===== config.mk =====
export PLATFORM = sky130hd
export DESIGN_NAME = task_10_input_flat
export DESIGN_NICKNAME = d
export VERILOG_FILES = /design/src/rtl/task_10_input_if.sv /design/src/rtl/task_10_input.sv /design/src/flat_wrapper.sv
export SDC_FILE = /design/constraint.sdc
export NUM_CORES = 1
export LEC_CHECK = 0
export ABC_AREA = 1
export ABC_CLOCK_PERIOD_IN_PS = 7300
export BUFFER_PORTS_ARGS = -buffer_cell sky130_fd_sc_hd__buf_2
export CAP_MARGIN = 5
export CORE_MARGIN = 1.5
export CORE_UTILIZATION = 35
export CTS_CLUSTER_SIZE = 14
export DETAILED_ROUTE_END_ITERATION = 12
export MAX_ROUTING_LAYER = met4
export PLACE_DENSITY = 0.6
export SLEW_MARGIN = 20
export SYNTH_ARGS = -nofsm -noshare
export SYNTH_HDL_FRONTEND = slang
export SYNTH_SLANG_ARGS = --single-unit

===== constraint.sdc =====
create_clock -name i_clk -period 7.3 [get_ports i_clk]
set_input_delay 1.095 -clock i_clk [delete_from_list [all_inputs] [get_ports i_clk]]
set_output_delay 1.095 -clock i_clk [all_outputs]
set_load 0.01 [all_outputs]

===== src/rtl/task_10_input_if.sv =====
// Handshake bundle between the task manager, task_10_input and the task 10 core.
// The master view is the traffic source/sink side (manager and core);
// the slave view is the task_10_input block itself.
interface task_10_input_if;
    logic       tmanager_valid;
    logic [7:0] tmanager_data;
    logic       tmanager_last;
    logic       tinput_ready;
    logic       core_ready;
    logic [7:0] data;
    logic       data_valid;

    modport master (
        output tmanager_valid, tmanager_data, tmanager_last, core_ready,
        input  tinput_ready, data, data_valid
    );

    modport slave (
        input  tmanager_valid, tmanager_data, tmanager_last, core_ready,
        output tinput_ready, data, data_valid
    );
endinterface


===== src/rtl/task_10_input.sv =====
// task_10_input: store-and-forward packet buffer in front of the task 10 core.
// A whole packet is written into an internal FIFO, optionally length-checked,
// then streamed out one byte per cycle whenever the core is ready.
// Optional feature macro: TASK_10_INPUT_LEN_CHECK_EN (enables the length check,
// packet discard, o_pkt_err and o_err_count).
module task_10_input #(
    parameter int          DEPTH    = 64,
    parameter logic [11:0] PKT_SIZE = 12'd64
) (
    input  logic                     i_clk,
    input  logic                     i_rst,
    task_10_input_if.slave           bus,
    output logic                     o_busy,
    output logic [$clog2(DEPTH):0]   o_level,
    output logic                     o_pkt_err,
    output logic [7:0]               o_err_count
);

    localparam int          AW      = $clog2(DEPTH);
    localparam int          LW      = AW + 1;
    localparam logic [11:0] DEPTH_C = 12'(DEPTH);

`ifdef TASK_10_INPUT_LEN_CHECK_EN
    localparam bit LEN_CHECK_EN = 1'b1;
`else
    localparam bit LEN_CHECK_EN = 1'b0;
`endif

    typedef enum logic [2:0] {
        S_IDLE,
        S_RECV,
        S_SKIP,
        S_CHECK,
        S_DISCARD,
        S_FORWARD
    } state_t;

    state_t         state_q;
    logic [11:0]    cnt_q;
    logic           ovf_q;
    logic           ready_q;
    logic           busy_q;
    logic [7:0]     data_q;
    logic           data_valid_q;
    logic           pkt_err_q;
    logic [7:0]     err_count_q;
    logic [AW-1:0]  wr_ptr_q;
    logic [AW-1:0]  rd_ptr_q;
    logic [LW-1:0]  level_q;
    logic [LW-1:0]  level_d;
    logic [7:0]     mem [DEPTH];

    logic accept;
    logic wr_en;
    logic rd_en;
    logic len_bad;
    logic discard;

    // A manager byte transfers only while the registered ready is high.
    assign accept  = bus.tmanager_valid && ready_q;
    // Bytes are stored only before truncation; S_SKIP swallows the overflow tail.
    assign wr_en   = accept && ((state_q == S_IDLE) || (state_q == S_RECV));
    // The core is only consulted while forwarding.
    assign rd_en   = (state_q == S_FORWARD) && (level_q != '0) && bus.core_ready;
    assign len_bad = LEN_CHECK_EN && ((cnt_q != PKT_SIZE) || ovf_q);
    assign discard = (state_q == S_CHECK) && len_bad;
    assign level_d = level_q + LW'(wr_en) - LW'(rd_en);

    // Packet sequencing FSM with registered ready/busy.
    always_ff @(posedge i_clk) begin
        if (i_rst) begin
            state_q <= S_IDLE;
            cnt_q   <= '0;
            ovf_q   <= 1'b0;
            ready_q <= 1'b0;
            busy_q  <= 1'b0;
        end else begin
            case (state_q)
                S_IDLE: begin
                    ready_q <= 1'b1;
                    if (accept) begin
                        cnt_q  <= 12'd1;
                        ovf_q  <= 1'b0;
                        busy_q <= 1'b1;
                        if (bus.tmanager_last) begin
                            state_q <= S_CHECK;
                            ready_q <= 1'b0;
                        end else begin
                            state_q <= S_RECV;
                        end
                    end
                end
                S_RECV: begin
                    if (accept) begin
                        cnt_q <= cnt_q + 12'd1;
                        if (bus.tmanager_last) begin
                            state_q <= S_CHECK;
                            ready_q <= 1'b0;
                        end else if ((cnt_q + 12'd1) == DEPTH_C) begin
                            state_q <= S_SKIP;
                            ovf_q   <= 1'b1;
                        end
                    end
                end
                S_SKIP: begin
                    if (accept && bus.tmanager_last) begin
                        state_q <= S_CHECK;
                        ready_q <= 1'b0;
                    end
                end
                S_CHECK: begin
                    state_q <= len_bad ? S_DISCARD : S_FORWARD;
                end
                S_DISCARD: begin
                    state_q <= S_IDLE;
                    ready_q <= 1'b1;
                    busy_q  <= 1'b0;
                    cnt_q   <= '0;
                end
                S_FORWARD: begin
                    // The last read has already been issued once the FIFO reads empty.
                    if (level_q == '0) begin
                        state_q <= S_IDLE;
                        ready_q <= 1'b1;
                        busy_q  <= 1'b0;
                        cnt_q   <= '0;
                    end
                end
                default: begin
                    state_q <= S_IDLE;
                    ready_q <= 1'b0;
                    busy_q  <= 1'b0;
                    cnt_q   <= '0;
                end
            endcase
        end
    end

    // FIFO pointers and occupancy; a discarded packet is flushed in one go.
    always_ff @(posedge i_clk) begin
        if (i_rst || discard) begin
            wr_ptr_q <= '0;
            rd_ptr_q <= '0;
            level_q  <= '0;
        end else begin
            if (wr_en) wr_ptr_q <= wr_ptr_q + AW'(1);
            if (rd_en) rd_ptr_q <= rd_ptr_q + AW'(1);
            level_q <= level_d;
        end
    end

    // FIFO storage write port (no reset so it maps onto block RAM).
    always_ff @(posedge i_clk) begin
        if (wr_en) mem[wr_ptr_q] <= bus.tmanager_data;
    end

    // Registered read port; the strobe follows each read by one cycle.
    always_ff @(posedge i_clk) begin
        if (i_rst) begin
            data_q       <= 8'd0;
            data_valid_q <= 1'b0;
        end else begin
            data_valid_q <= rd_en;
            if (rd_en) data_q <= mem[rd_ptr_q];
        end
    end

    // Discard reporting: one-cycle pulse and saturating counter.
    always_ff @(posedge i_clk) begin
        if (i_rst) begin
            pkt_err_q   <= 1'b0;
            err_count_q <= 8'd0;
        end else begin
            pkt_err_q <= discard;
            if (discard && (err_count_q != 8'hFF)) err_count_q <= err_count_q + 8'd1;
        end
    end

    assign bus.tinput_ready = ready_q;
    assign bus.data         = data_q;
    assign bus.data_valid   = data_valid_q;
    assign o_busy           = busy_q;
    assign o_level          = level_q;
    assign o_pkt_err        = LEN_CHECK_EN & pkt_err_q;
    assign o_err_count      = LEN_CHECK_EN ? err_count_q : 8'd0;

endmodule


===== src/flat_wrapper.sv =====
// flat-port wrapper written by rule: the top's interface ports become plain ports
module task_10_input_flat 
#(
    parameter int          DEPTH    = 64,
    parameter logic [11:0] PKT_SIZE = 12'd64
)
  (i_clk, i_rst, o_busy, o_level, o_pkt_err, o_err_count, bus_tmanager_valid, bus_tmanager_data, bus_tmanager_last, bus_core_ready, bus_tinput_ready, bus_data, bus_data_valid);
  task_10_input_if bus_i ();
  input  logic i_clk;
  input  logic i_rst;
  output logic o_busy;
  output logic [$clog2(DEPTH):0] o_level;
  output logic o_pkt_err;
  output logic [7:0] o_err_count;
  input wire logic [$bits(bus_i.tmanager_valid)-1:0] bus_tmanager_valid;
  input wire logic [$bits(bus_i.tmanager_data)-1:0] bus_tmanager_data;
  input wire logic [$bits(bus_i.tmanager_last)-1:0] bus_tmanager_last;
  input wire logic [$bits(bus_i.core_ready)-1:0] bus_core_ready;
  output wire logic [$bits(bus_i.tinput_ready)-1:0] bus_tinput_ready;
  output wire logic [$bits(bus_i.data)-1:0] bus_data;
  output wire logic [$bits(bus_i.data_valid)-1:0] bus_data_valid;
  assign bus_i.tmanager_valid = bus_tmanager_valid;
  assign bus_i.tmanager_data = bus_tmanager_data;
  assign bus_i.tmanager_last = bus_tmanager_last;
  assign bus_i.core_ready = bus_core_ready;
  assign bus_tinput_ready = bus_i.tinput_ready;
  assign bus_data = bus_i.data;
  assign bus_data_valid = bus_i.data_valid;
  task_10_input #(.DEPTH(DEPTH), .PKT_SIZE(PKT_SIZE)) u_core (.i_clk(i_clk), .i_rst(i_rst), .bus(bus_i), .o_busy(o_busy), .o_level(o_level), .o_pkt_err(o_pkt_err), .o_err_count(o_err_count));
endmodule

==> results.toml, run 1 <==
[run]
drv_cap = 0

[final_layout]
final_nets = 2069
fin_cells = 2953
final_cell_mix = "512 x edfxtp_1, 433 x nor2_1, 261 x nand2_1"
final_util_pct = 39.2
drive_above_1_share_pct = 6.94
nFillCells = 6268
synthToLayoutAreaGrowth_pct = 10.8
diodes = 0
final_common_cell = "edfxtp_1"

[synth]
synth-seq-cells = 557
yosysSeqAreaShare_pct = 70.1
synth-edff-count = 512
syn_area_per_cell_um2 = 11.3
syn_area_mm2 = 0.0232
synth_cell_types = 36
ys_warn_count = 0
synthFlopType = "edfxtp_1"
netlist_instances = 2052
async_flop_share_pct = 0

[worst_setup_path]
rrSetupSlack_ns = 3.64
cpPeakStageDelay_ns = 0.50
slowest_stage = "clkinv_1"
crit_path_end_kind = "register"
required_ns = 7.82
rr_endpoint = "u_core.o_level[6]"
r2r_start = "u_core.o_level[3]"
critPathKind = "register to register"
critPathArrivalTime_ns = 4.18
worstSetupStartpointType = "register"
r2r_cells = 19
crit_chain = "inv_1 -> ha_1 -> nand4_1 -> nand2_1 -> inv_1 -> nand2_2 -> clkinv_1 -> ha_1 -> inv_1 -> ha_1 -> inv_1 -> fa_1 -> o21ai_0 -> a21oi_1 -> nor2_1 -> nor2_1 -> o21bai_1 -> o21ai_0 -> a21oi_1"
crit_buf_inv = 5
crit_family = "adder cells"
cp_max_fo = 17
cp_common_cell = "inv_1"

[floorplanning]
coreArea_mm2 = 0.0656
fp.dieArea_mm2 = 0.0678
die_y_um = 260
die_w_um = 260
pin_count = 40
start_util_pct = 35.4
row_count = 94

[detailed_routing]
viasPerCell = 5.21
drc = 0
wl_um = 58500
post_drt_wl_per_cell_um = 19.8
ant_nets = 0
num_vias = 15381
drtIter0Drc = 1273
dr.pass1.iters = 5

[placed_design]
pre_cts_slack_ns = 3.24
numPlacedInstances = 2847
place_congestion = 0.864
port_buffers = 30
dp_hpwl_um = 33900

[sta]
setup_tns_ns = 0
fin_skew_ns = 0.0271
slew_headroom_pct = 26.8
clock.fmax_mhz = 273
final_max_slew_viol_count = 0
setup_viol_count_final = 0
layout_min_cycle_time_ns = 3.66
fin_ws_ns = 3.64
period_share_pct = 50.2
tightest_slew_ns = 1.09
finalHoldViolCount = 0
grt_setup_unrepaired = "no"

[clock_tree]
cts_tree = "built"
clk_pin_slew_ns = 0.06
cts_root_buf = "clkbuf_16"
clock_sinks = 557
clockBufferDepth = 3
post-cts-setup-buffer-count = 0
cts_resized = 0
cts_made_buffers = 57
ctsHtreeMaxLevel = 2
cts-hold-fix-buffers = 0
clk_latency_ns = 0.61

[global_route]
first_global_vias = 15145
grt_usage_pct = 17.8
antenna_found_initial = 0
grt_max_degree = 144
grt_overflow_total = 0
grt_pass1_wl_um = 88500

[min_path]
min_path_cells = 2
hold_path.class = "register to register"
min-delay-start = "u_core.cnt_q[2]"
min_to = "u_core.cnt_q[2]"

[status]
status = "finished clean"

[power]
p_leak_uw = 0.00877
power_uw = 6750
powerDensity_mw_per_mm2 = 263
max-vdd-ir-drop_mv = 0.187
[through the flow]
step	instance area (um^2)	hold WS, ns
floorplan	23200	0.461
global placement	23900	0.468
detailed placement	23900	0.468
CTS	25700	0.489
global route	25700	0.516
finish	25700	0.494
[report_power, final]
part           internal [uW]  switching, uW
logic                    108            285
clock network           1610           1190
registers               3520           33.5
[worst register-to-register path, stage by stage, from the launching register on]
cell	delay, ns
dfxtp_1	0.33
inv_1	0.09
ha_1	0.15
nand4_1	0.10
nand2_1	0.17
inv_1	0.07
nand2_2	0.16
clkinv_1	0.50
ha_1	0.49
inv_1	0.06
ha_1	0.15
inv_1	0.06
fa_1	0.42
o21ai_0	0.18
a21oi_1	0.12
nor2_1	0.11
nor2_1	0.05
o21bai_1	0.14
o21ai_0	0.09
a21oi_1	0.16
[final cells by class]
cell class	instances	area [um^2]	share of cell area, %
Tap cell	864	1080	4.21
Clock buffer	82	1550	6.03
Timing Repair Buffer	46	290	1.13
Clock inverter	23	219	0.852
Inverter	94	358	1.39
Multi-Input combinational cell	1287	5920	23.0
Sequential cell	557	16300	63.3
[cells by family after synthesis]
family                     share of synthesized area, %
adders and majority gates                         0.733
buffers and inverters                              4.47
other                                            0.0162
AOI/OAI and AO/OA                                  9.60
and+or+nand+nor                                    15.0
xor gates and xnor gates                         0.0755
DFF                                                70.1
[registers in the layout, indices dropped and copies added, names as in the netlist]
signal	cells
u_core.state_q	3
u_core.o_level	7
u_core.wr_ptr_q	6
u_core.cnt_q	12
u_core.bus.data	8
u_core.rd_ptr_q	6
u_core.bus.data_valid	1
u_core.bus.tinput_ready	1
u_core.o_busy	1
u_core.mem	512
[Yosys cell counts, types with 25 or more instances]
cell type	number	share of area (%)
nand2_1	261	4.2
nand3_1	138	3.0
buf_2	25	0.54
clkbuf_1	49	0.79
nor2_1	433	7.0
o211ai_1	64	2.1
dfxtp_1	45	3.9
edfxtp_1	512	66
a21oi_1	67	1.4
o21ai_0	202	4.4
o21ai_1	46	0.99
inv_1	85	1.4
[per-layer routing]
layer | GRT usage (%) | vias up | part of all wire [%] | routed length (um)
met1 | 22.9 | 7552 | 42 | 24800
met3 | 3.53 | 108 | 7.5 | 4360
met4 | 5.22 | 0 | 2.7 | 1590
li1 | - | 7173 | - | -
met5 | - | - | 0 | 0
met2 | 28.6 | 548 | 47 | 27700
[worst max-delay path by stage]
| stage | startpoint | end | slack (ns) | cells past startpoint |
|---|---|---|---|---|
| 6_report | u_core.o_level[3] | u_core.o_level[6] | 3.64 | 19 |
| 5_1_grt | u_core.o_level[3] | u_core.o_level[6] | 3.22 | 19 |
| 4_1_cts | u_core.o_level[2] | u_core.o_level[6] | 3.64 | 19 |
| 3_5_place_dp | bus_tmanager_valid | u_core.mem[13][2] | 3.24 | 7 |
| 3_3_place_gp | bus_core_ready | u_core.o_level[6] | 3.31 | 15 |
| 2_1_floorplan | bus_core_ready | u_core.o_level[6] | 4.03 | 15 |
(Power assumes the default switching activity.)
==> inputs of run 2 (changes only) <==
--- a/config.mk
+++ b/config.mk
@@ -6,7 +6,7 @@
 export NUM_CORES = 1
 export LEC_CHECK = 0
 export ABC_AREA = 1
-export ABC_CLOCK_PERIOD_IN_PS = 7300
+export ABC_CLOCK_PERIOD_IN_PS = 3200
 export BUFFER_PORTS_ARGS = -buffer_cell sky130_fd_sc_hd__buf_2
 export CAP_MARGIN = 5
 export CORE_MARGIN = 1.5
@@ -14,7 +14,7 @@
 export CTS_CLUSTER_SIZE = 14
 export DETAILED_ROUTE_END_ITERATION = 12
 export MAX_ROUTING_LAYER = met4
-export PLACE_DENSITY = 0.6
+export PLACE_DENSITY = 0.62
 export SLEW_MARGIN = 20
 export SYNTH_ARGS = -nofsm -noshare
 export SYNTH_HDL_FRONTEND = slang
==> constraint.sdc (replaced) <==
create_clock -name i_clk -period 3.2 [get_ports i_clk]
set_input_delay 0.48 -clock i_clk [delete_from_list [all_inputs] [get_ports i_clk]]
set_output_delay 0.48 -clock i_clk [all_outputs]
set_load 0.01 [all_outputs]
==> run 2 against run 1 <==
Effect of this change:
- via count is 0.86% higher
- global-route usage is 0.20 points higher
- critical path depth stayed put
- setup slack worse by 3.3 ns
- sequential cell count stayed put
- cell area is 2.8% higher
- count of clock-buffer cells in the layout is 5 lower
- register-to-register slack worse by 3.3 ns
- routed wire length is 0.87% higher
- final cell count is 2.8% higher
- maximum frequency is 26% higher
- first-iteration DRC count is 7.1% higher
- largest cell class unchanged
- highest routed layer unchanged
==> results.toml, run 2 (synthesized netlist as in run 1, its figures left out) <==
[floorplanning]
coreArea_mm2 = 0.0656
die_y_um = 260
pin_count = 40
die_w_um = 260
start_util_pct = 35.4
fp.dieArea_mm2 = 0.0678
row_count = 94

[global_route]
antenna_found_initial = 0
grt_max_degree = 195
grt_pass1_wl_um = 90500
grt_overflow_total = 0
grt_usage_pct = 18.0
first_global_vias = 15295

[detailed_routing]
dr.pass1.iters = 5
ant_nets = 0
num_vias = 15513
viasPerCell = 5.11
wl_um = 59000
drc = 0
drtIter0Drc = 1364
post_drt_wl_per_cell_um = 19.4

[sta]
hold_ws_ns = 0.314
layout_min_cycle_time_ns = 2.90
setup_viol_count_final = 0
tightest_slew_ns = 0.952
fin_skew_ns = 0.0222
period_share_pct = 90.5
slew_headroom_pct = 36.5
clock.fmax_mhz = 345
finalHoldViolCount = 0
grt_setup_unrepaired = "no"
final_max_slew_viol_count = 0
fin_ws_ns = 0.304
setup_tns_ns = 0

[worst_setup_path]
slowest_stage = "fa_1"
crit_chain = "inv_1 -> ha_1 -> nand4_1 -> nand2_1 -> inv_1 -> nand2_2 -> clkinv_1 -> ha_1 -> inv_1 -> ha_1 -> inv_1 -> fa_1 -> o21ai_1 -> a21oi_1 -> nor2_1 -> nor2_1 -> o21bai_1 -> o21ai_0 -> a21oi_1"
critPathArrivalTime_ns = 3.42
required_ns = 3.73
cp_common_cell = "inv_1"
r2r_cells = 19
crit_path_end_kind = "register"
r2r_start = "u_core.o_level[2]"
worstSetupStartpointType = "register"
critPathKind = "register to register"
cpPeakStageDelay_ns = 0.42
crit_path_start = "u_core.o_level[2]"
cp_max_fo = 3

[power]
p_int_uw = 11900
switching_share_pct = 22.5
powerDensity_mw_per_mm2 = 582
max-vdd-ir-drop_mv = 0.510
p_sw_uw = 3460
p_leak_uw = 0.00924
power_uw = 15400
power_frac_seq_pct = 52.7
combPwrFrac_pct = 6.1
clkPwrFrac_pct = 41.3

[final_layout]
final_common_cell = "edfxtp_1"
final_util_pct = 40.3
nFillCells = 6304
final_cell_mix = "512 x edfxtp_1, 433 x nor2_1, 261 x nand2_1"
regMostFlops = "u_core.mem"
diodes = 0
drive_above_1_share_pct = 10.8
largest_register_ff_count = 512
synthToLayoutAreaGrowth_pct = 13.9
final_nets = 2151

[min_path]
hold_path.class = "input port to register"
min-delay-start = "bus_tmanager_last"
min_path_cells = 6

[clock_tree]
ctsHtreeMaxLevel = 2
clk_latency_ns = 0.61
clock_sinks = 557
cts-hold-fix-buffers = 0
clockBufferDepth = 3
cts_root_buf = "clkbuf_16"
cts_made_buffers = 56
clk_pin_slew_ns = 0.06
cts_tree = "built"

[run]
drv_cap = 0

[status]
status = "finished clean"

[placed_design]
pre_cts_slack_ns = 0.318
dp_hpwl_um = 35900
port_buffers = 30
place_congestion = 0.906
## run 2: cell count changes in the layout (fill, tap and decap cells not counted), sizes merged
cell      previous run  this run
clkinvlp             0         3
clkbuf              82        77
buf                 46       129
clkinv              20        22
inv                 93        92
## run 2: worst paths after layout
kind | end | slack, ns
setup / recovery | u_core.o_level[6] | 0.30
hold / removal | u_core.state_q[1] | 0.31
setup reg to reg | u_core.o_level[6] | 0.30
hold reg to reg | u_core.o_busy | 0.47
## run 2: power by group through the flow
stage / Sequential [uW] / Combinational, uW / Clock [uW]
floorplan: 8250 / 550 / 0
global placement: 8240 / 914 / 0
detailed placement: 8250 / 931 / 0
CTS: 8100 / 936 / 6460
global route: 8110 / 1050 / 6740
finish: 8100 / 937 / 6350
## run 2: per-layer routing
layer	track usage (%)	wire, um	vias up
li1	-	-	7324
met1	23.5	25800	7550
met2	28.2	27300	545
met3	3.59	4360	94
met4	5.91	1550	0
met5	-	0	-
## run 2: what timing repair did
item,in CTS,in global routing
setup endpoints to repair,0,1
resized for setup,0,1
buffers inserted,0,0
## run 2: cell type report
type / instances / area, um^2 / area share, %
clock buffers: 77 / 1510 / 5.71
clock inverters: 27 / 256 / 0.971
inverters: 94 / 358 / 1.35
multi-input cells: 1287 / 5920 / 22.4
flip-flops and latches: 557 / 16300 / 61.6
well taps: 864 / 1080 / 4.09
repair buffers: 129 / 1020 / 3.85
## run 2: critical path: cells and delay by family, from the launching register on
| kind | cells | cell delay, ns |
|---|---|---|
| AND/OR/NAND/NOR | 5 | 0.46 |
| buffers and inverters | 5 | 0.33 |
| flip-flops | 1 | 0.32 |
| AO/OA/AOI/OAI | 5 | 0.69 |
| adder cells (fa/ha/maj) | 4 | 1.01 |
## run 2: metrics by stage
step	cell area (um^2)	std cells
floorplan	23200	2060
global placement	24700	2931
detailed placement	24700	2931
CTS	26400	3035
global route	26400	3035
finish	26400	3035
